$ cat src/rtl/serial_rx_byte.sv
// ---------------------------------------------------------------------------
// serial_rx_byte
//
// Asynchronous 8N1 serial receiver, LSB first. It recovers bytes from a
// single idle-high line and hands each good byte to the downstream 4-byte
// queue: `data` feeds the queue data input and `EN` is the one-cycle push
// strobe. A frame whose stop bit samples low raises `frame_err` for one
// cycle. Such a frame is never pushed.
//
// Parameters
//   CLKS_PER_BIT : clock cycles per serial bit (legal range 4..65535).
//                  H = CLKS_PER_BIT/2 is the mid-bit offset.
//
// Ports
//   clk       in   system clock, rising-edge
//   rst       in   synchronous active-high reset
//   rx        in   asynchronous serial line, idle high
//   data      out  [7:0] last correctly received byte (holds between pushes)
//   EN        out  one-cycle pulse when data carries a new byte
//   frame_err out  one-cycle pulse when the stop bit is sampled low
//   busy      out  high whenever the receiver is not idle
//
// Timing (d = first IDLE cycle in which the synchronised line reads 0)
//   start sampled at d+H, data bit k at d+H+(k+1)*CLKS_PER_BIT,
//   stop at d+H+9*CLKS_PER_BIT, EN / frame_err at d+H+9*CLKS_PER_BIT+1.
// ---------------------------------------------------------------------------
module serial_rx_byte #(
  parameter int unsigned CLKS_PER_BIT = 16
) (
  input  logic       clk,
  input  logic       rst,
  input  logic       rx,
  output logic [7:0] data,
  output logic       EN,
  output logic       frame_err,
  output logic       busy
);

  // Terminal counts of the cycle counter. The start bit is checked at its
  // middle, and each later bit one full bit period after the previous sample.
  localparam logic [15:0] BIT_LAST  = 16'(CLKS_PER_BIT - 32'd1);
  localparam logic [15:0] HALF_LAST = 16'((CLKS_PER_BIT / 32'd2) - 32'd1);

  typedef enum logic [2:0] {
    ST_IDLE      = 3'd0,
    ST_START     = 3'd1,
    ST_DATA      = 3'd2,
    ST_STOP      = 3'd3,
    ST_WAIT_HIGH = 3'd4
  } state_e;

  // Synchroniser stages. The second stage is the only view of the line.
  logic        sync1_q;
  logic        sync2_q;
  logic        rx_s;

  state_e      state_q,   state_d;
  logic [15:0] cyc_cnt_q, cyc_cnt_d;
  logic [2:0]  bit_cnt_q, bit_cnt_d;
  logic [7:0]  shift_q,   shift_d;
  logic [7:0]  data_q,    data_d;
  logic        en_q,      en_d;
  logic        ferr_q,    ferr_d;
  logic        busy_q,    busy_d;

  assign rx_s = sync2_q;

  // Two-flop synchroniser for the asynchronous line; resets to the idle level.
  always_ff @(posedge clk) begin
    if (rst) begin
      sync1_q <= 1'b1;
      sync2_q <= 1'b1;
    end else begin
      sync1_q <= rx;
      sync2_q <= sync1_q;
    end
  end

  // State, counters, shift register and registered outputs.
  always_ff @(posedge clk) begin
    if (rst) begin
      state_q   <= ST_IDLE;
      cyc_cnt_q <= 16'd0;
      bit_cnt_q <= 3'd0;
      shift_q   <= 8'h00;
      data_q    <= 8'h00;
      en_q      <= 1'b0;
      ferr_q    <= 1'b0;
      busy_q    <= 1'b0;
    end else begin
      state_q   <= state_d;
      cyc_cnt_q <= cyc_cnt_d;
      bit_cnt_q <= bit_cnt_d;
      shift_q   <= shift_d;
      data_q    <= data_d;
      en_q      <= en_d;
      ferr_q    <= ferr_d;
      busy_q    <= busy_d;
    end
  end

  // Next-state logic: frame sequencing, bit sampling and pulse generation.
  always_comb begin
    state_d   = state_q;
    cyc_cnt_d = cyc_cnt_q;
    bit_cnt_d = bit_cnt_q;
    shift_d   = shift_q;
    data_d    = data_q;
    en_d      = 1'b0;
    ferr_d    = 1'b0;

    case (state_q)
      ST_IDLE: begin
        // The cycle counter is held at zero so that START counts from the
        // detection cycle.
        cyc_cnt_d = 16'd0;
        bit_cnt_d = 3'd0;
        if (rx_s == 1'b0) begin
          state_d = ST_START;
        end else begin
          state_d = ST_IDLE;
        end
      end

      ST_START: begin
        if (cyc_cnt_q == HALF_LAST) begin
          cyc_cnt_d = 16'd0;
          bit_cnt_d = 3'd0;
          // A line that is high again at mid-start was only a glitch.
          if (rx_s == 1'b0) begin
            state_d = ST_DATA;
          end else begin
            state_d = ST_IDLE;
          end
        end else begin
          cyc_cnt_d = cyc_cnt_q + 16'd1;
        end
      end

      ST_DATA: begin
        if (cyc_cnt_q == BIT_LAST) begin
          cyc_cnt_d = 16'd0;
          // Shift right so that the first bit received ends up in bit 0.
          shift_d   = {rx_s, shift_q[7:1]};
          if (bit_cnt_q == 3'd7) begin
            bit_cnt_d = 3'd0;
            state_d   = ST_STOP;
          end else begin
            bit_cnt_d = bit_cnt_q + 3'd1;
          end
        end else begin
          cyc_cnt_d = cyc_cnt_q + 16'd1;
        end
      end

      ST_STOP: begin
        if (cyc_cnt_q == BIT_LAST) begin
          cyc_cnt_d = 16'd0;
          if (rx_s == 1'b1) begin
            // Return to IDLE at mid-stop. This leaves half a bit of margin
            // for a fast transmitter's next start edge.
            data_d  = shift_q;
            en_d    = 1'b1;
            state_d = ST_IDLE;
          end else begin
            ferr_d  = 1'b1;
            state_d = ST_WAIT_HIGH;
          end
        end else begin
          cyc_cnt_d = cyc_cnt_q + 16'd1;
        end
      end

      ST_WAIT_HIGH: begin
        // The receiver stays here through a break, so a held-low line
        // yields only one error.
        cyc_cnt_d = 16'd0;
        if (rx_s == 1'b1) begin
          state_d = ST_IDLE;
        end else begin
          state_d = ST_WAIT_HIGH;
        end
      end

      default: begin
        state_d   = ST_IDLE;
        cyc_cnt_d = 16'd0;
        bit_cnt_d = 3'd0;
      end
    endcase

    // busy is registered from the next state. It therefore rises one cycle
    // after detection and falls in the first IDLE cycle.
    if (state_d != ST_IDLE) begin
      busy_d = 1'b1;
    end else begin
      busy_d = 1'b0;
    end
  end

  assign data      = data_q;
  assign EN        = en_q;
  assign frame_err = ferr_q;
  assign busy      = busy_q;

endmodule

$ cat config.mk
export PLATFORM = sky130hd
export DESIGN_NAME = serial_rx_byte
export DESIGN_NICKNAME = d
export VERILOG_FILES = /design/src/rtl/serial_rx_byte.sv
export SDC_FILE = /design/constraint.sdc
export NUM_CORES = 1
export LEC_CHECK = 0
export CORE_MARGIN = 1
export CORE_UTILIZATION = 40
export DETAILED_ROUTE_END_ITERATION = 8
export PLACE_DENSITY_LB_ADDON = 0.3
export SLEW_MARGIN = 25
export SYNTH_ARGS = -nofsm -noshare
export SYNTH_HDL_FRONTEND = slang
export SYNTH_SLANG_ARGS = --single-unit
$ cat constraint.sdc
create_clock -name clk -period 7.2 [get_ports clk]
set_clock_uncertainty 0.2 [all_clocks]
set_input_delay 1.8 -clock clk [delete_from_list [all_inputs] [get_ports clk]]
set_output_delay 1.8 -clock clk [all_outputs]
set_load 0.01 [all_outputs]
==> out/results.ini <==
[logic_synthesis]
ys_warn_count=0
ys_seq_elements=43
syn-num-nets=201
synthCells=195
synthArstFlopShare_pct=0
synth_cell_types=39
syn_area_um2=1800
synth_edf_count=0
yosysSeqAreaShare_pct=47.81
synth_ff_type=dfxtp_1
syn-mean-instance-area_um2=9.233

[finish]
diodes=0
drive_gt1_share_pct=10.05
ff_latch_area_um2=860.8
multi_input_area_um2=882.1
fin_nets=214
syn2layout_area_growth_pct=13.41
n_fill_cell=404
final_cells=261

[timing]
slew_violations=0
setup_tns_ns=0
finalCriticalPeriod_ns=3.905
whs_ns=0.2144
final-hold-violation-count=0
rsz0062_at_grt=false
finalSetupViolations=0
worst_slew_margin_rel_pct=39.04
max_freq_mhz=256.1
timing_worst_slew_pin_value_ns=0.9116
fin_ws_ns=3.295
period_share_pct=54.24

[clock_tree]
cts_sinks=43
cts-buffers-inserted=5
cts_max_level=2
clk_pin_slew_ns=0.08
cts_setup_buffers=0
root_buffer=clkbuf_8
cts_tree=done
cts_resized=0
clock_path_buffers=2
postCtsHoldBufs=0
clock_latency_ns=0.30

[routing]
wl_per_cell_um=11.83
drc_errors=0
final_antenna_net_count=0
drtPass1Iterations=4
viasPerCell=5.142
first_iter_violations=68
routed_wl_um=3088
via_count=1342

[global_routing]
first_global_vias=1233
grt_pass1_wl_um=5533
grt_usage_pct=14.37
antenna_found_initial=0
grt_max_degree=30
grt-ovfl-total=0

[placement]
io_buffers=13
dp.cells=253
pre_cts_slack_ns=2.956
gp_congestion=0.8118
hpwl_um=2097

[power_and_ir_drop]
swShare_pct=22.90
p_int_w=0.0003097
p_clk_share_pct=38.0
power.density_nw_per_um2=196.7
power_frac_comb_pct=2.0
switchingPower_w=0.00009199
p_seq_share_pct=59.9
p_leak_nw=0.6850
irDropWorstVdd_mv=0.1108

[floorplanning]
ios=14
rows=24
dieHeight_um=69.09
die_area_um2=4773
fp.coreArea_um2=4354
die_x_um=69.09
initial_utilization_pct=41.35

[worst_setup_path]
critPathCaptureType=flip-flop
cp-startpoint=rst
cp-start-kind=primary input
r2r-start=cyc_cnt_q[4]
worstSetupPathType=in -> reg
worstPathRequired_ns=7.18
path_max_fanout=29
arrival_ns=3.89

[run_status]
status=completed

[hold_path]
hold_path.startpoint=sync1_q
hold_path.class=reg -> reg

[flow_run]
maxCapViolations=0

-- layout by cell type, fill, tap and decap left out, types with 3 or more instances in the layout --
cell / instances
a21oi_1: 8
clkbuf_8: 5
clkdlybuf4s50_1: 13
dfxtp_1: 43
ha_1: 3
inv_1: 4
mux2i_1: 8
nand2_1: 14
nand2b_1: 3
nand3_1: 17
nand4_1: 5
nor2_1: 35
nor3_1: 3
or4_4: 4
xnor2_1: 5
xor2_1: 9
-- registers in the layout, summed over array words and instances (netlist names) --
name / cells
cyc_cnt_q: 16
data: 8
shift_q: 8
bit_cnt_q: 3
state_q: 3
EN: 1
busy: 1
frame_err: 1
rx_s: 1
sync1_q: 1
-- metrics by stage --
stage / total power [W] / util (%) / cell area, um2
final: 0.0004017 / 46.90 / 2042
after global routing: 0.0004171 / 46.90 / 2042
after CTS: 0.0004051 / 46.90 / 2042
after detailed placement: 0.0002546 / 44.86 / 1953
after global placement: 0.0002545 / 44.86 / 1953
after floorplan: 0.0002520 / - / 1800
-- metal layers --
| layer | routed length [um] | vias up | part of all wire, % | GRT usage [%] |
|---|---|---|---|---|
| met4 | 46 | 0 | 1.5 | 5.442 |
| met1 | 1593 | 620 | 52 | 19.15 |
| met3 | 102 | 6 | 3.3 | 4.386 |
| met2 | 1344 | 17 | 44 | 21.79 |
| li1 | - | 699 | - | - |
| met5 | 0 | - | 0 | 0 |
-- synth_stat cells, types with 4 or more instances --
master   instances  area [um2]
dfxtp_1         43       860.8
nor2_1          35       131.4
nand3_1         17       85.08
nand2_1         14       52.55
xor2_1           9       78.83
a21oi_1          8       40.04
mux2i_1          8       80.08
nand4_1          5       31.28
xnor2_1          5       43.79
inv_1            4       15.01
or4_4            4       45.04
-- critical path: stages --
cell	delay, ns
clkdlybuf4s50_1	1.07
nor2_1	0.16
and4b_2	0.28
a211o_1	0.23
or3_1	0.34
-- area by class of cell --
type,count,share of cell area (%)
Clock buffer,5,3.370
Clock inverter,3,0.9804
Inverter,4,0.7353
Multi-Input combinational cell,141,43.20
Sequential cell,43,42.16
Tap cell,52,3.186
Timing Repair Buffer,13,6.373
-- cells by family after synthesis --
kind of cell | after synthesis | share of synthesized area (%)
and+or+nand+nor | 96 | 27.73
DFF | 43 | 47.81
adders and majority gates | 3 | 2.085
AOI/OAI and AO/OA | 19 | 7.298
xor gates and xnor gates | 14 | 6.810
buffers and inverters | 11 | 3.196
muxes | 9 | 5.073
-- power groups by stage --
stage / registers, W / clock network, W / logic, W
floorplan: 0.000246 / 0 / 0.00000640
global placement: 0.000246 / 0 / 0.00000821
detailed placement: 0.000246 / 0 / 0.00000831
CTS: 0.000241 / 0.000156 / 0.00000833
global route: 0.000241 / 0.000167 / 0.00000907
finish: 0.000241 / 0.000153 / 0.00000822
-- worst paths after layout --
path	endpoint	slack, ns	depth (start not counted)
worst max register to register	cyc_cnt_q[5]	4.36	5
worst min-delay path	rx_s	0.21	1
worst max-delay path	busy	3.29	5
worst min register to register	rx_s	0.21	1
No activity file was read; power rests on OpenSTA's default activity.
